File: config.mk
export PLATFORM = sky130hd
export DESIGN_NAME = jtvigil_palwr_flat
export DESIGN_NICKNAME = d
export VERILOG_FILES = /design/src/rtl/jtvigil_palwr_if.sv /design/src/rtl/jtvigil_palwr.sv /design/src/flat_wrapper.sv
export SDC_FILE = /design/constraint.sdc
export NUM_CORES = 1
export LEC_CHECK = 0
export ABC_AREA = 1
export CAP_MARGIN = 20
export CORE_UTILIZATION = 51
export CTS_CLUSTER_SIZE = 12
export DETAILED_ROUTE_END_ITERATION = 7
export PLACE_DENSITY = 0.79
export SYNTH_ARGS = -nofsm -noshare
export SYNTH_HDL_FRONTEND = slang
export SYNTH_SLANG_ARGS = --single-unit
File: constraint.sdc
create_clock -name clk -period 2.2 [get_ports clk]
set_input_delay 0.55 -clock clk [delete_from_list [all_inputs] [get_ports clk]]
set_output_delay 0.55 -clock clk [all_outputs]
set_load 0.02 [all_outputs]
File: src/rtl/jtvigil_palwr_if.sv
// Bus bundle for the palette write engine: CPU write port, blanking, and RAM write port.
// The slave modport is the engine's view; the master modport is the driver/observer's view.
interface jtvigil_palwr_if;
  logic        cpu_cen;
  logic [10:0] main_addr;
  logic [7:0]  main_dout;
  logic        main_rnw;
  logic        pal_cs;
  logic        LHBL;
  logic        LVBL;
  logic        main_wait;
  logic [10:0] ram_addr;
  logic [7:0]  ram_din;
  logic        ram_we;
  logic        busy;

  modport slave (
    input  cpu_cen, main_addr, main_dout, main_rnw, pal_cs, LHBL, LVBL,
    output main_wait, ram_addr, ram_din, ram_we, busy
  );

  modport master (
    output cpu_cen, main_addr, main_dout, main_rnw, pal_cs, LHBL, LVBL,
    input  main_wait, ram_addr, ram_din, ram_we, busy
  );
endinterface

File: src/rtl/jtvigil_palwr.sv
// Palette RAM write engine: clears all 2048 bytes after reset, then drains CPU writes from a FIFO.
// Define JTVIGIL_PALWR_BLANK_EN to restrict commits to horizontal/vertical blanking.
module jtvigil_palwr #(
  parameter int unsigned FIFO_AW = 2,
  parameter logic [7:0]  CLR_VAL = 8'h00
) (
  input  logic           clk,
  input  logic           rst,
  jtvigil_palwr_if.slave bus
);

  localparam int unsigned        DEPTH    = 1 << FIFO_AW;
  localparam logic [FIFO_AW:0]   LVL_FULL = (FIFO_AW + 1)'(DEPTH);
  localparam logic [FIFO_AW:0]   LVL_ONE  = (FIFO_AW + 1)'(1);
  localparam logic [FIFO_AW-1:0] PTR_ONE  = FIFO_AW'(1);

  typedef enum logic [0:0] {StClear, StRun} state_e;

  state_e              state_q, state_d;
  logic [10:0]         clr_cnt_q, clr_cnt_d;
  logic [18:0]         mem_q [DEPTH];
  logic [FIFO_AW-1:0]  rd_q, wr_q;
  logic [FIFO_AW:0]    level_q, level_d;
  logic [10:0]         ram_addr_q, ram_addr_d;
  logic [7:0]          ram_din_q, ram_din_d;
  logic                ram_we_q, ram_we_d;

  logic full, empty, wr_req, commit_ok, push, pop;

  assign full   = (level_q == LVL_FULL);
  assign empty  = (level_q == '0);
  assign wr_req = bus.pal_cs & ~bus.main_rnw;

`ifdef JTVIGIL_PALWR_BLANK_EN
  assign commit_ok = ~bus.LHBL | ~bus.LVBL;
`else
  logic unused_blank;
  assign unused_blank = bus.LHBL ^ bus.LVBL;
  assign commit_ok    = 1'b1;
`endif

  // full comes from the registered level, so a same-cycle pop never frees the slot for a push
  assign push = (state_q == StRun) & bus.cpu_cen & wr_req & ~full;
  assign pop  = (state_q == StRun) & ~empty & commit_ok;

  always_comb begin
    state_d    = state_q;
    clr_cnt_d  = clr_cnt_q;
    ram_we_d   = 1'b0;
    ram_addr_d = ram_addr_q;
    ram_din_d  = ram_din_q;
    level_d    = level_q;
    if (push && !pop) level_d = level_q + LVL_ONE;
    if (pop && !push) level_d = level_q - LVL_ONE;
    unique case (state_q)
      StClear: begin
        ram_we_d   = 1'b1;
        ram_addr_d = clr_cnt_q;
        ram_din_d  = CLR_VAL;
        clr_cnt_d  = clr_cnt_q + 11'd1;
        if (clr_cnt_q == 11'h7ff) state_d = StRun;
      end
      StRun: begin
        if (pop) begin
          ram_we_d                = 1'b1;
          {ram_addr_d, ram_din_d} = mem_q[rd_q];
        end
      end
      default: state_d = StClear;
    endcase
  end

  always_ff @(posedge clk) begin
    if (rst) begin
      state_q    <= StClear;
      clr_cnt_q  <= '0;
      rd_q       <= '0;
      wr_q       <= '0;
      level_q    <= '0;
      ram_we_q   <= 1'b0;
      ram_addr_q <= '0;
      ram_din_q  <= '0;
    end else begin
      state_q    <= state_d;
      clr_cnt_q  <= clr_cnt_d;
      level_q    <= level_d;
      ram_we_q   <= ram_we_d;
      ram_addr_q <= ram_addr_d;
      ram_din_q  <= ram_din_d;
      if (push) wr_q <= wr_q + PTR_ONE;
      if (pop)  rd_q <= rd_q + PTR_ONE;
    end
  end

  always_ff @(posedge clk) begin
    if (!rst && push) mem_q[wr_q] <= {bus.main_addr, bus.main_dout};
  end

  assign bus.ram_we    = ram_we_q;
  assign bus.ram_addr  = ram_addr_q;
  assign bus.ram_din   = ram_din_q;
  assign bus.busy      = rst | (state_q == StClear) | ~empty;
  // Writes stall for the whole clear; afterwards only when the FIFO is full
  assign bus.main_wait = ~rst & wr_req & ((state_q == StClear) | full);

endmodule
File: src/flat_wrapper.sv
// flat-port wrapper written by rule: the top's interface ports become plain ports
module jtvigil_palwr_flat 
#(
  parameter int unsigned FIFO_AW = 2,
  parameter logic [7:0]  CLR_VAL = 8'h00
)
  (clk, rst, bus_cpu_cen, bus_main_addr, bus_main_dout, bus_main_rnw, bus_pal_cs, bus_LHBL, bus_LVBL, bus_main_wait, bus_ram_addr, bus_ram_din, bus_ram_we, bus_busy);
  jtvigil_palwr_if bus_i ();
  input  logic clk;
  input  logic rst;
  input wire logic [$bits(bus_i.cpu_cen)-1:0] bus_cpu_cen;
  input wire logic [$bits(bus_i.main_addr)-1:0] bus_main_addr;
  input wire logic [$bits(bus_i.main_dout)-1:0] bus_main_dout;
  input wire logic [$bits(bus_i.main_rnw)-1:0] bus_main_rnw;
  input wire logic [$bits(bus_i.pal_cs)-1:0] bus_pal_cs;
  input wire logic [$bits(bus_i.LHBL)-1:0] bus_LHBL;
  input wire logic [$bits(bus_i.LVBL)-1:0] bus_LVBL;
  output wire logic [$bits(bus_i.main_wait)-1:0] bus_main_wait;
  output wire logic [$bits(bus_i.ram_addr)-1:0] bus_ram_addr;
  output wire logic [$bits(bus_i.ram_din)-1:0] bus_ram_din;
  output wire logic [$bits(bus_i.ram_we)-1:0] bus_ram_we;
  output wire logic [$bits(bus_i.busy)-1:0] bus_busy;
  assign bus_i.cpu_cen = bus_cpu_cen;
  assign bus_i.main_addr = bus_main_addr;
  assign bus_i.main_dout = bus_main_dout;
  assign bus_i.main_rnw = bus_main_rnw;
  assign bus_i.pal_cs = bus_pal_cs;
  assign bus_i.LHBL = bus_LHBL;
  assign bus_i.LVBL = bus_LVBL;
  assign bus_main_wait = bus_i.main_wait;
  assign bus_ram_addr = bus_i.ram_addr;
  assign bus_ram_din = bus_i.ram_din;
  assign bus_ram_we = bus_i.ram_we;
  assign bus_busy = bus_i.busy;
  jtvigil_palwr #(.FIFO_AW(FIFO_AW), .CLR_VAL(CLR_VAL)) u_core (.clk(clk), .rst(rst), .bus(bus_i));
endmodule
## Word-level counts from Yosys, hierarchy flattened

Memories as Yosys holds them, arrays and structs flattened. A register that Yosys moved wholly into a read port is not among the register bits.
Cells that the tools add are included.

- Output and inout bits: 22
- Bits in writable memories: 76
- Memories: 1
- Register bits after elaboration: 39

Memories:

| memory | words | width | rd ports | clocked after memory_dff | wr ports | line | RTL |
|---|---|---|---|---|---|---|---|
| u_core.mem_q | 4 | 19 | 1 | 1 | 1 | jtvigil_palwr.sv:21 | `logic [18:0] mem_q [DEPTH];` |

- Add/subtract/negate cells: 5
- Bitwise operators: 15
- Equal/unequal tests: 3
- Reduce and logical (&&, ||, !) cells: 8
- Multiplexer cells: 14

Operators with widths:

| cell | count |
|---|---|
| $pmux 11 s2 | 1 |
| $pmux 8 s2 | 1 |
| $add 11x1->11 const B | 1 |
| $eq 11x11->1 const B | 1 |
| $mux 11 | 1 |
| $mux 8 | 1 |
| $and 1x1->1 | 7 |
| $mux 3 | 2 |
| $mux 1 | 5 |
| $not 1->1 | 5 |
| $add 2x1->2 const B | 2 |
| $mux 2 | 2 |
| $add 3x1->3 const B | 1 |
| $eq 3x3->1 const B | 1 |
| $logic_and 1x1->1 | 3 |
| $logic_not 1->1 | 3 |
| $logic_not 3->1 | 1 |
| $or 1x1->1 | 3 |
| $sub 3x1->3 const B | 1 |
| $ne 2x2->1 const B | 1 |
| $pmux 1 s2 | 1 |
| $reduce_bool 2->1 | 1 |

## Depth between registers and ports, before layout

Gate-level depths: netlist of the first run.

- Depth in word-level cells: 7
- Depth in mapped cells: 13

## Least setup slack after synthesis of the first run

Ideal clock, no wire load.

- Path type: input-to-reg
- From: input bus_main_rnw
- To: memory u_core.mem_q[0][0], enable pin
- Data required time: 1.805 ns
- Arrival time: 1.808 ns
- Path buffers: 0
- Library setup time: 0.395 ns
- Slack: -0.003 ns
- Cell stages on the path: 7
- Cells stage by stage: inv_1 -> nand2_1 -> nor2_1 -> nand2_1 -> inv_1 -> nand2_1 -> nor2_1

- Word-level cells in the longest chain between the ends: 7

Ends and longest elaborated chain:

| what | line | RTL |
|---|---|---|
| start, declared | flat_wrapper.sv:14 | `input wire logic [$bits(bus_i.main_rnw)-1:0] bus_main_rnw;` |
| $not 1->1 | jtvigil_palwr.sv:32 | `assign wr_req = bus.pal_cs & ~bus.main_rnw;` |
| $and 1x1->1 | jtvigil_palwr.sv:32 |  |
| $and 1x1->1 (2 in series) | jtvigil_palwr.sv:43 | `assign push = (state_q == StRun) & bus.cpu_cen & wr_req & ~full;` |
| $logic_and 1x1->1 | jtvigil_palwr.sv:96 | `if (!rst && push) mem_q[wr_q] <= {bus.main_addr, bus.main_dout};` |
| $mux 1 | jtvigil_palwr.sv:96 |  |
| $mux 1 (implied by the code) | jtvigil_palwr.sv:96 |  |
| end, declared | jtvigil_palwr.sv:21 |  |

Every way passes these cells.

## Worst setup path after layout of the first run

- From: register u_core.level_q[0]
- To: output bus_main_wait

- Word-level cells in the longest chain between the ends: 3

Ends and longest elaborated chain:

| what | line | RTL |
|---|---|---|
| start, declared | jtvigil_palwr.sv:23 | `logic [FIFO_AW:0] level_q, level_d;` |
| start signal, assigned | jtvigil_palwr.sv:86 | `level_q <= level_d;` |
| $eq 3x3->1 | jtvigil_palwr.sv:30 | `assign full = (level_q == LVL_FULL);` |
| $or 1x1->1 | jtvigil_palwr.sv:104 | `assign bus.main_wait = ~rst & wr_req & ((state_q == StClear) \| full);` |
| $and 1x1->1 | jtvigil_palwr.sv:104 |  |
| end, declared | flat_wrapper.sv:18 | `output wire logic [$bits(bus_i.main_wait)-1:0] bus_main_wait;` |

Every way passes these cells.

==> summary.txt, run 1 <==
Outcome
  – Status: finished clean

Clock tree
  – H-tree depth: 4
  – CTS tree: yes
  – Root Driver: clkbuf_8
  – Clock latency on the worst-skew pair: 510 ps
  – CTS sink cnt: 117
  – Hold_buf cts: 0
  – Clock tree buffer depth: 2
  – CTS Buf Count: 17
  – Setup bufs post-CTS: 0
  – Clock-pin slew on the worst setup and hold paths: 60 ps

Placement
  – Post-place instance area: 5460 um2
  – Dpl cells: 637
  – # port buffers: 45
  – Hpwl dp: 5980 um
  – GP Congestion: 0.813

Global routing
  – Antenna violations before repair: 0
  – GRT Total Usage: 21.6%
  – GRT overflow: 0
  – First-pass GRT wire length: 16,100 um
  – Largest net degree at the start of global routing: 39
  – Vias in the first global route: 3,402

Setup path
  – Critical Path End Type: output pin
  – Cell count of the worst reg-to-reg path: 13
  – Data arrival, critical path: 1540 ps
  – Critical Path RT: 1650 ps
  – CP Class: flop to output pin
  – Worst-path fanout max: 4
  – Crit-path slowest cell: dfxtp_1
  – Slowest cell delay on critical path: 350 ps
  – Cell Chain, Critical Path: nor2_4 -> nand2_1 -> nand2_1 -> inv_1 -> nor3_1 -> buf_2
  – Crit path launch type: flop
  – CP most frequent cell: nand2_1

Finish
  – Post-layout instance area: 6060 um2
  – P&R area growth vs syn: 25.8%
  – Final nets: 578
  – Antenna diodes: 0
  – Reg area: 3100 um2
  – Share of cells above drive strength 1: 11.1%
  – Fillcell total: 663
  – Layout Cells excl Fill: 669
  – Multi-input gate area: 1400 um2

Logic synthesis
  – Flops & latches, synth: 117
  – Multiplexer area fraction after synthesis: 0%
  – Largest cells by area after synthesis: edfxtp_1, dfxtp_1, nand2_1
  – Post-synthesis sequential area ratio: 64.4%
  – Yosys top cell area share: 47.3%
  – Synth Area in Adders: 1.97%
  – Mapped Area: 4820 um2
  – YS warnings: 0
  – Cells after synthesis: 484
  – Syn nets: 517
  – Yosys top cell by area: edfxtp_1
  – Syn_area_per_cell: 9.96 um2
  – Top FF cell, synth: edfxtp_1
  – Async SR Flop Fraction: 0%
  – Largest family of logic cells by synthesized area: simple AND/OR/NAND/NOR gates
  – Synth Area in Simple Gates: 16.7%
  – Post-synthesis cell type count: 26
  – Synth cell count leaders: nand2_1, nor2_1, edfxtp_1, inv_1, o21ai_0
  – Complex-gate fraction of the synthesized area: 10.3%
  – Number of synthesized flops with an enable pin: 76
  – Synth Area in XOR/XNOR: 0%
  – Most numerous cell in the Yosys netlist: nand2_1

Detailed routing
  – DR DRC count: 0
  – Antenna Nets Post-Route: 0
  – DRT iter0 DRCs: 269
  – DRT Pass-1 Iters: 4
  – Post-DR wirelength/cell: 14.8 um
  – Routed vias: 3,488
  – Via/cell ratio: 5.21
  – DRT Wirelength: 9920 um

Hold path
  – Hold path cells: 2
  – Hold Path Class: flop to flop

STA
  – Skew final: 7.36 ps
  – Min Tclk post-route: 2090 ps
  – Relative slew margins: 61.5%
  – Pins Over Slew Limit: 0
  – RSZ-0062 raised after global routing: false
  – Hold Violations, Final: 0
  – Period utilization: 95.1%
  – # setup viols final: 0
  – Worst Tran Pin Value: 577 ps
  – Fmax: 478 MHz

Die
  – Num rows: 35
  – Core region area: 9200 um2
  – Die footprint: 9850 um2
  – Die span in x: 99.2 um
  – Initial Util: 52.4%
  – Num ports: 48
  – Die height: 99.2 um

Pwr
  – Peak supply drop: 0.000666 V
  – LEAKAGE: 2.22 nW
  – PwrDens: 874 nW/um2

Flow run
  – Max-Cap Viols: 0
-- report_power, final --
group | switching [W] | internal, W
combinational | 0.0000554 | 0.0000554
sequential | 0.00000724 | 0.00235
clock | 0.000907 | 0.00193
total | 0.000969 | 0.00433
-- routing by layer --
layer / track usage [%] / wire (um) / vias to the layer above
met5: 0 / 0 / -
met4: 10.1 / 123 / 0
met3: 4.15 / 474 / 10
met2: 37.5 / 5130 / 92
met1: 26.1 / 4190 / 1669
li1: - / - / 1717
-- repair_timing --
item | in CTS | in global routing
endpoints found under the setup margin | 2 | 1
resized for setup | 6 | 1
hold endpoints to repair | 0 | 0
gates cloned | 0 | 0
-- worst max-delay path: cells and delay by family (launching register included) --
family / cells / cell delay, ps
buf+inv: 2 / 240
flops: 1 / 350
simple gates: 4 / 430
-- logic make-up (layout without fill, tap and decap cells) --
kind of cell	Yosys count	count (layout)
AND/OR/NAND/NOR	201	201
adder cells (fa/ha/maj)	7	7
buffers and inverters	69	143
flip-flops	117	117
AO/OA/AOI/OAI	90	90
-- sequential cells by signal, indices dropped and copies added (netlist names), named ones only --
signal	count
u_core.state_q	1
u_core.bus.ram_din	8
u_core.wr_q	2
u_core.level_q	3
u_core.bus.ram_we	1
u_core.rd_q	2
u_core.clr_cnt_q	11
u_core.mem_q	76
u_core.bus.ram_addr	11
-- final timing paths --
| check | slack [ps] | from | end |
|---|---|---|---|
| setup / recovery | 110 | u_core.level_q[0] | bus_main_wait |
| hold / removal | 480 | u_core.bus.ram_din[2] | u_core.bus.ram_din[2] |
| setup reg to reg | 250 | u_core.level_q[0] | u_core.level_q[2] |
| hold reg to reg | 480 | u_core.bus.ram_din[2] | u_core.bus.ram_din[2] |
-- through the flow --
step	setup WS (ps)	TNS, ps	power (W)	hold WS, ps	util, %
global route	26.7	0	0.00544	497	65.9
finish	107	0	0.00530	477	65.9
floorplan	-2.96	-225	0.00243	447	-
CTS	23.1	0	0.00533	482	65.9
detailed placement	-286	-7390	0.00251	464	59.4
global placement	-274	-4640	0.00250	455	59.4
-- area by class of cell --
cell class	count	share of cell area, %
sequential	117	51.2
tap	111	2.29
clock inverter	13	3.07
timing repair buffer	63	10.4
clock buffer	19	6.95
inverter	48	3.05
multi-input combinational	298	23.0
-- cell usage in the layout, fill, tap and decap left out, types with 5 or more instances in the layout --
cell / netlist / routed
o21ai_0: 42 / 42
a21oi_2: 12 / 12
buf_4: 2 / 14
nor2_1: 90 / 90
inv_1: 44 / 44
bufinv_16: 0 / 5
edfxtp_1: 76 / 76
dfxtp_1: 41 / 41
clkdlybuf4s50_1: 0 / 42
nand2_1: 91 / 91
clkbuf_16: 0 / 16
ha_1: 6 / 6
a21oi_1: 20 / 20
nand3_1: 13 / 13
clkinv_1: 0 / 5
o21ai_1: 15 / 15
No activity file was read; power rests on OpenSTA's default activity.
==> run 2, diff against run 1 <==
CORE_ASPECT_RATIO = 0.7   (was unset)
SKIP_LAST_GASP = 1   (was unset)
==> run 2 against run 1 <==
  * Via count rose by 2.0%
  * Hold slack improved by 1.7 ps
  * Non-clock buffer count rose by 3
  * Final cell count rose by 2.4%
  * Register-to-register slack improved by 40 ps
  * Cell area fell by 1.8%
  * Fmax rose by 0.70%
  * Routed wire length rose by 4.5%
  * Total power fell by 8.2%
  * Critical endpoint is now bus_busy
  * Largest cell class unchanged
  * Largest power group unchanged
==> summary.txt, run 2 (synthesized netlist as in run 1, its figures left out) <==
Outcome
  – Status: finished clean

Setup path
  – Data arrival, critical path: 1530 ps (about the same)
  – Worst-path fanout max: 3 (-1)
  – Critical Path RT: 1650 ps (about the same)
  – Critical Path End Type: output pin
  – CP Class: primary input to output pin
  – Crit path launch type: primary input

Clock tree
  – Setup bufs post-CTS: 0 (unchanged)
  – Root Driver: clkbuf_16
  – Clock tree buffer depth: 2 (unchanged)
  – CTS sink cnt: 117 (unchanged)
  – H-tree depth: 4 (unchanged)
  – Clock-pin slew on the worst setup and hold paths: 50 ps (about the same)
  – CTS tree: yes
  – CTS Buf Count: 17 (unchanged)
  – Clock latency on the worst-skew pair: 410 ps (-100 ps)

Die
  – Core region area: 9110 um2 (-0.97%)
  – Die height: 83.3 um (-16%)
  – Die span in x: 118 um (+19%)
  – Initial Util: 52.9% (+0.51 points)
  – Num ports: 48 (unchanged)
  – Num rows: 29 (-17%)
  – Die footprint: 9850 um2 (about the same)

Detailed routing
  – DRT Wirelength: 10,400 um (+4.5%)
  – Routed vias: 3,559 (+2.0%)
  – Post-DR wirelength/cell: 15.1 um (+2.1%)
  – DRT Pass-1 Iters: 5 (+1)
  – DRT iter0 DRCs: 332 (+23%)
  – DR DRC count: 0 (unchanged)
  – Antenna Nets Post-Route: 0 (unchanged)
  – Via/cell ratio: 5.20 (-0.35%)

STA
  – Period utilization: 94.5% (-0.66 points)
  – RSZ-0062 raised after global routing: false
  – # setup viols final: 0 (unchanged)
  – Hold Violations, Final: 0 (unchanged)
  – Setup TNS: 0 ps (unchanged)
  – Final worst setup slack: 122 ps (+14.6 ps)
  – Relative slew margins: 59.3% (-2.2 points)
  – Min Tclk post-route: 2080 ps (-14.6 ps)
  – Pins Over Slew Limit: 0 (unchanged)
  – Worst Tran Pin Value: 610 ps (+32.9 ps)
  – Skew final: 5.60 ps (-1.75 ps)
  – Fmax: 481 MHz (+0.70%)

Finish
  – Fillcell total: 728 (+9.8%)
  – P&R area growth vs syn: 23.5%
  – Largest reg by FF count: u_core.mem_q
  – Max reg flops: 76 (unchanged)
  – Multi-input gate area: 1400 um2 (unchanged)
  – Leading cell types in the layout, fill and taps excluded: nand2_1, nor2_1, edfxtp_1
  – Layout Cells excl Fill: 685 (+2.4%)
  – Antenna diodes: 0 (unchanged)
  – Reg area: 3100 um2 (unchanged)
  – Share of cells above drive strength 1: 11.6% (+0.48 points)
  – Commonest non-fill, non-tap cell in the layout: nand2_1
  – Final Util: 65.4% (-0.55 points)
  – Final nets: 581 (+0.52%)

Pwr
  – Peak supply drop: 0.000549 V (-18%)
  – Power, Total: 0.00486 W (-8.2%)
  – LEAKAGE: 2.18 nW (-1.8%)
  – PwrDens: 817 nW/um2 (-6.5%)

Placement
  – Hpwl dp: 6740 um (+13%)
  – GP Congestion: 0.781 (-4.0%)
  – # port buffers: 45 (unchanged)
  – Dpl ws: -270 ps (+16.3 ps)
  – Dpl cells: 653 (+2.5%)

Global routing
  – First-pass GRT wire length: 17,200 um (+7.0%)
  – GRT Total Usage: 23.2% (+1.6 points)
  – Vias in the first global route: 3,600 (+5.8%)
  – Largest net degree at the start of global routing: 39 (unchanged)
  – GRT overflow: 0 (unchanged)
  – Antenna violations before repair: 0 (unchanged)

Hold path
  – Hold Path Class: flop to flop

Flow run
  – Max-Cap Viols: 0 (unchanged)
## run 2: changes by cell type in the layout (fill, tap and decap cells not counted), sizes merged
| cell | before | now |
|---|---|---|
| clkbuf | 19 | 28 |
| bufinv | 5 | 0 |
| buf | 19 | 21 |
| clkdlybuf4s50 | 42 | 43 |
| clkinv | 7 | 6 |
| clkinvlp | 1 | 0 |
| dlygate4sd2 | 1 | 0 |
| dlymetal6s2s | 1 | 0 |
## run 2: metrics by stage
step                instance area [um2]  hold WS [ps]
global route                       5950           492
finish                             5950           479
CTS                                5960           479
detailed placement                 5450           466
global placement                   5450           454
floorplan                          4820           447
## run 2: path summary, 6_finish.rpt
check	startpoint	to	slack, ps	cells after the start
hold reg to reg	u_core.bus.ram_din[7]	u_core.bus.ram_din[7]	480	2
setup reg to reg	u_core.level_q[0]	u_core.level_q[2]	290	13
setup / recovery	rst	bus_busy	120	4
hold / removal	u_core.bus.ram_din[7]	u_core.bus.ram_din[7]	480	2
## run 2: area by class of cell
class / count / share of cell area [%]
Sequential cell: 117 / 52.1
Multi-Input combinational cell: 298 / 23.5
Tap cell: 124 / 2.61
Clock buffer: 26 / 8.22
Clock inverter: 6 / 0.462
Inverter: 48 / 3.11
Timing Repair Buffer: 66 / 10.0
## run 2: timing repair
action                     CTS  global route
hold buffers                 0             0
cloned                       0             0
setup endpoints to repair    2             3
pin swaps                    0             1
resized for setup            2             6
## run 2: routing by layer
metal / GRT usage [%] / part of all wire [%] / routed length [um] / vias up
met4: 11.9 / 1.7 / 177 / 0
met5: 0 / 0 / 0 / -
li1: - / - / - / 1724
met2: 35.0 / 47 / 4880 / 133
met3: 7.90 / 7.3 / 753 / 18
met1: 29.9 / 44 / 4560 / 1684
## run 2: power by group
group / switching (W) / leakage, nW / internal [W] / total [W]
clock: 0.000889 / 0.257 / 0.00151 / 0.00240
combinational: 0.0000570 / 0.908 / 0.0000553 / 0.000112
sequential: 0.00000711 / 1.01 / 0.00235 / 0.00236
total: 0.000953 / 2.18 / 0.00391 / 0.00486
## run 2: critical path, stage by stage
cell and delay (ps):
clkdlybuf4s50_1 580, inv_1 80, nand2_1 120, clkbuf_2 190
==> run 3, diff against run 2 <==
CAP_MARGIN = unset   (was 20)
==> results of run 3 <==
Final layout, timing and power as in run 2 (identical DEF).
